## config.mk

```make
export PLATFORM = sky130hd
export DESIGN_NAME = uart_rx_core
export DESIGN_NICKNAME = d
export VERILOG_FILES = /design/src/rtl/uart_rx_core.sv
export SDC_FILE = /design/constraint.sdc
export NUM_CORES = 1
export LEC_CHECK = 0
export CORE_MARGIN = 5
export CORE_UTILIZATION = 58
export CTS_CLUSTER_DIAMETER = 60
export DETAILED_ROUTE_END_ITERATION = 12
export GPL_TIMING_DRIVEN = 1
export PLACE_DENSITY = 0.79
export SYNTH_ARGS = -nofsm -noshare
export SYNTH_HDL_FRONTEND = slang
export SYNTH_SLANG_ARGS = --single-unit
```

## constraint.sdc

```tcl
create_clock -name clk -period 3.7 [get_ports clk]
set_clock_uncertainty 0.15 [all_clocks]
set_input_delay 0.74 -clock clk [delete_from_list [all_inputs] [get_ports clk]]
set_output_delay 0.74 -clock clk [all_outputs]
set_load 0.01 [all_outputs]
```

## src/rtl/uart_rx_core.sv

```systemverilog
// uart_rx_core: UART serial receive engine.
// Start/data/stop framing, 5-8 data bits LSB first, no parity.
module uart_rx_core #(
  parameter int SYNC_STAGES = 2
) (
  input  logic        clk,
  input  logic        n_rst,
  input  logic        serial_in,
  input  logic [3:0]  data_size,
  input  logic [13:0] bit_period,
  input  logic        data_read,
  output logic [7:0]  rx_data,
  output logic        data_ready,
  output logic        overrun_error,
  output logic        framing_error,
  output logic        rx_busy
);

  typedef enum logic [2:0] {
    IDLE,
    START,
    DATA,
    STOP,
    LOAD
  } state_t;

  state_t state, state_nx;

  logic [SYNC_STAGES-1:0] sync_q;
  logic        hist;
  logic        synced;
  logic        fall;
  logic        sample;
  logic [13:0] timer;
  logic [13:0] period;
  logic [13:0] half;
  logic [3:0]  size;
  logic [3:0]  bit_cnt;
  logic [7:0]  shreg;
  logic        stop_bit;
  logic [3:0]  size_in;
  logic [13:0] period_in;

  assign synced = sync_q[SYNC_STAGES-1];
  assign fall   = hist & ~synced;
  assign half   = period >> 1;

  assign size_in = (data_size >= 4'd5 && data_size <= 4'd8)
                 ? data_size : 4'd8;
  assign period_in = (bit_period < 14'd4) ? 14'd4 : bit_period;

  assign rx_busy = (state != IDLE);

  // Line synchronizer plus one history flop for edge detect.
  always_ff @(posedge clk or negedge n_rst) begin
    if (!n_rst) begin
      sync_q <= '1;
      hist   <= 1'b1;
    end else begin
      sync_q <= {sync_q[SYNC_STAGES-2:0], serial_in};
      hist   <= synced;
    end
  end

  // State register.
  always_ff @(posedge clk or negedge n_rst) begin
    if (!n_rst) state <= IDLE;
    else        state <= state_nx;
  end

  // Next state and sample strobe.
  always_comb begin
    state_nx = state;
    sample   = 1'b0;
    unique case (state)
      IDLE: begin
        if (fall) state_nx = START;
      end
      START: begin
        if (timer == half) begin
          sample   = 1'b1;
          state_nx = synced ? IDLE : DATA;
        end
      end
      DATA: begin
        if (timer == period - 14'd1) begin
          sample = 1'b1;
          if (bit_cnt == size - 4'd1) state_nx = STOP;
        end
      end
      STOP: begin
        if (timer == period - 14'd1) begin
          sample   = 1'b1;
          state_nx = LOAD;
        end
      end
      LOAD: state_nx = IDLE;
      default: state_nx = IDLE;
    endcase
  end

  // Cycle timer, bit counter, config latch and shift register.
  always_ff @(posedge clk or negedge n_rst) begin
    if (!n_rst) begin
      timer    <= '0;
      period   <= 14'd4;
      size     <= 4'd8;
      bit_cnt  <= '0;
      shreg    <= '0;
      stop_bit <= 1'b0;
    end else begin
      if (state == IDLE || sample || state_nx != state)
        timer <= '0;
      else
        timer <= timer + 14'd1;
      if (state == IDLE) begin
        bit_cnt <= '0;
        if (fall) begin
          size   <= size_in;
          period <= period_in;
        end
      end
      if (state == DATA && sample) begin
        shreg   <= {synced, shreg[7:1]};
        bit_cnt <= bit_cnt + 4'd1;
      end
      if (state == STOP && sample)
        stop_bit <= synced;
    end
  end

  // Output word and status flags; a LOAD beats a read.
  always_ff @(posedge clk or negedge n_rst) begin
    if (!n_rst) begin
      rx_data       <= '0;
      data_ready    <= 1'b0;
      overrun_error <= 1'b0;
      framing_error <= 1'b0;
    end else begin
      if (data_read) begin
        data_ready    <= 1'b0;
        overrun_error <= 1'b0;
        framing_error <= 1'b0;
      end
      if (state == LOAD) begin
        if (stop_bit) begin
          rx_data       <= shreg >> (4'd8 - size);
          data_ready    <= 1'b1;
          framing_error <= 1'b0;
          if (data_ready && !data_read)
            overrun_error <= 1'b1;
          else
            overrun_error <= overrun_error;
        end else begin
          framing_error <= 1'b1;
        end
      end
    end
  end

endmodule

```

==> metrics.txt <==
CTS resizes=0; cell taking the most area after synthesis=dfrtp_1; top cell type's share of synthesized area=39.1%; worst-margin pin slew=0.532 ns; Slew Viols, Final=0; Root Buffer=clkbuf_8; Die H=89.3 µm; Worst setup EP type=flip-flop; nets=429; cts hold-fix bufs=0; RSZ-0062 raised after global routing=false; Pleak=1.85 nW; vias per cell=5.91; Worst-path clk slew=0.07 ns; grt ovf=0; Port Buffers=33; layout cells sized above 1=approximately a tenth; fmax=337 MHz; mux cell area share after synthesis=~8%; main area contributors after synthesis=dfrtp_1, xor2_1, nand2_1; Sw Ratio=a little under two fifths; clk buf depth=2; Core ar.=6030 µm²; via count=2,850; Final Hold Fails=0; vias in the first global route=2,632; crit path max-delay cell type=or4_1; commonest cells after routing, fill and taps aside=nand2_1, dfrtp_1, clkdlybuf4s50_1; Reg2Reg Depth=6; antenna diode count=0; Routed WL per cell=16.5 µm; Max Cap Viol=0; pin count of the biggest net entering global routing=44; Tmin final=~3.0 ns; FF-to-FF End=timer[13]$_DFF_PN0_; cell family with most CP delay=simple AND/OR/NAND/NOR gates; Register Area=1560 µm²; adder-cell share of the synthesized area=1.72%; setup_tns=0 ns; part of the power in combinational logic=35.1%; crit-path cells=or4_1 > o21ai_0 > o2111ai_1 > a2111oi_2 > and4_1 > nor3_1; setup violators final=0; CP Launch Point=period[3]$_DFFE_PN0P_; CP Capture Point=timer[13]$_DFF_PN0_; Worst R2R Setup Slack=0.74 ns; initial antenna violation count=0; Worst setup SP type=flip-flop; later-pin clock latency in the skew report=0.34 ns; cell area after layout=4220 µm²; Tcrit/Tclk final=between 80% and 90%; Netlist cell types=57; r2r startpoint=period[3]$_DFFE_PN0P_; XOR/XNOR Fraction of Synth Area=11.8%; Antenna Nets Post-Route=0; Mapped Avg Cell Area=9.64 µm²; DRT Wirelength=7.96 mm; drt pass-1 iters=4; cts bufs inserted=9; die area=about 8000 µm²; post-synthesis net count=405; CTS tree=done; CP max FO=12; I/O pins=34; Synth Area in Compound Gates=9.48%; number of synthesized flops with an enable pin=0; Area after DPL=3980 µm²; ys flop type=dfrtp_1; most common cell after layout, fill and taps aside=nand2_1; First DRT Iteration DRCs=~210; Worst slew margin=64.4%; synthesis warning total=0; power density over the cells=about 650 nW/µm²; first-pass GRT wire length=approximately 13 mm; DRC Markers=0; Core Rows=28; Seq cells post-synth=62; Fillers=around 470; global placer's final weighted congestion=0.913; multi-input logic area=1950 µm²; DP Wirelength=5.74 mm; CP bufs+invs=0; cell area after synthesis=3640 µm²; GRT Util Overall=22.0%; HP Class=input port to async pin; WP depth=6; worst path required time=between 3 and 4 ns; Synth Area in Simple Gates=22.2%; Arr. time, crit path=slightly above 3 ns; sequential fraction of the synthesis area=a little over two fifths; Seq pwr share=around two fifths; main combinational cell family by area after synthesis=simple AND/OR/NAND/NOR gates; Die X=89.3 µm; status=finished, final reports clean; CP max stage delay=0.56 ns; clock sinks=62; CTS HTree Levels=3; P&R area growth vs syn=15.7%; switching power=1.04 mW; Syn Inst Count=378; maximum VDD drop=0.461 mV; Initial Util=60.5%; Power Internal=~1.7 mW; ys async rst share=100%; WS Path Type=flip-flop to flip-flop; Setup Buffers After CTS=0; clock share of power=25.8%
-- how the worst min path moves through the flow --
stage | startpoint | endpoint | slack, ns | depth (start not counted)
after floorplan | sync_q[0]$_DFF_PN1_ | sync_q[1]$_DFF_PN1_ | 0.20 | 0
after global placement | sync_q[0]$_DFF_PN1_ | sync_q[1]$_DFF_PN1_ | 0.20 | 0
after detailed placement | sync_q[0]$_DFF_PN1_ | sync_q[1]$_DFF_PN1_ | 0.20 | 0
after CTS | n_rst | period[13]$_DFFE_PN0P_ | 0.20 | 1
after global routing | n_rst | period[10]$_DFFE_PN0P_ | 0.22 | 1
final | n_rst | timer[12]$_DFF_PN0_ | 0.19 | 1
-- power by group through the flow --
stage          registers [mW]  clock network [mW]  logic, mW
5_1_grt                  1.10               0.754       1.06
3_5_place_dp             1.08                   0      0.949
3_3_place_gp             1.07                   0      0.933
6_report                 1.07               0.710      0.966
2_1_floorplan           0.940                   0      0.865
4_1_cts                  1.07               0.718      0.964
-- kinds of logic (layout without fill, tap and decap cells) --
family	Yosys count	in the layout
mux	25	25
fa+ha+maj	5	5
simple gates	154	154
compound gates	50	50
buf+inv	33	62
flops	62	62
xor+xnor	49	49
-- registers in the layout (all words and copies together), names as in the netlist --
name / flops
overrun_error: 1
stop_bit: 1
bit_cnt: 4
state: 3
framing_error: 1
rx_data: 8
size: 4
shreg: 8
period: 14
data_ready: 1
hist: 1
sync_q: 2
timer: 14
-- synthesized netlist by cell type (all sizes together) (3+ instances only) --
| cell | number |
|---|---|
| a211oi | 4 |
| and4 | 3 |
| xor2 | 30 |
| nor3 | 18 |
| nor2b | 8 |
| o21ai | 15 |
| nand4 | 6 |
| clkbuf | 17 |
| nand2 | 59 |
| dfstp | 5 |
| and2 | 3 |
| xnor2 | 19 |
| buf | 5 |
| dfrtp | 57 |
| nor3b | 4 |
| inv | 10 |
| mux2i | 15 |
| nor2 | 11 |
| o211ai | 3 |
| a21oi | 7 |
| a22o | 3 |
| nand3 | 11 |
| nor4 | 10 |
| a31oi | 3 |
| mux2 | 9 |
| and3 | 6 |
| ha | 5 |
-- cell type report --
class | count | share of cell area, %
Clock buffer | 9 | 2.94
Clock inverter | 7 | 2.67
Inverter | 11 | 0.979
Multi-Input combinational cell | 283 | 46.2
Sequential cell | 62 | 36.9
Tap cell | 75 | 2.23
Timing Repair Buffer | 35 | 8.07
-- routing by layer --
metal,GRT usage (%),vias to the layer above,wire length [µm]
met2,31.7,66,3670
met3,4.06,7,475
met4,8.25,0,76
met1,33.0,1391,3740
li1,-,1386,-
met5,0,-,0
-- metrics by stage --
stage	hold WS, ns	std cells	power, mW	utilization (%)	setup slack (ns)
2_1_floorplan	0.195	378	1.81	-	1.09
3_3_place_gp	0.198	466	2.01	66.1	0.899
3_5_place_dp	0.197	466	2.03	66.1	0.805
4_1_cts	0.201	482	2.75	70.0	0.751
5_1_grt	0.216	482	2.92	70.0	0.485
6_report	0.191	482	2.75	70.0	0.737
Note: power is estimated with default switching activity, not from simulation.
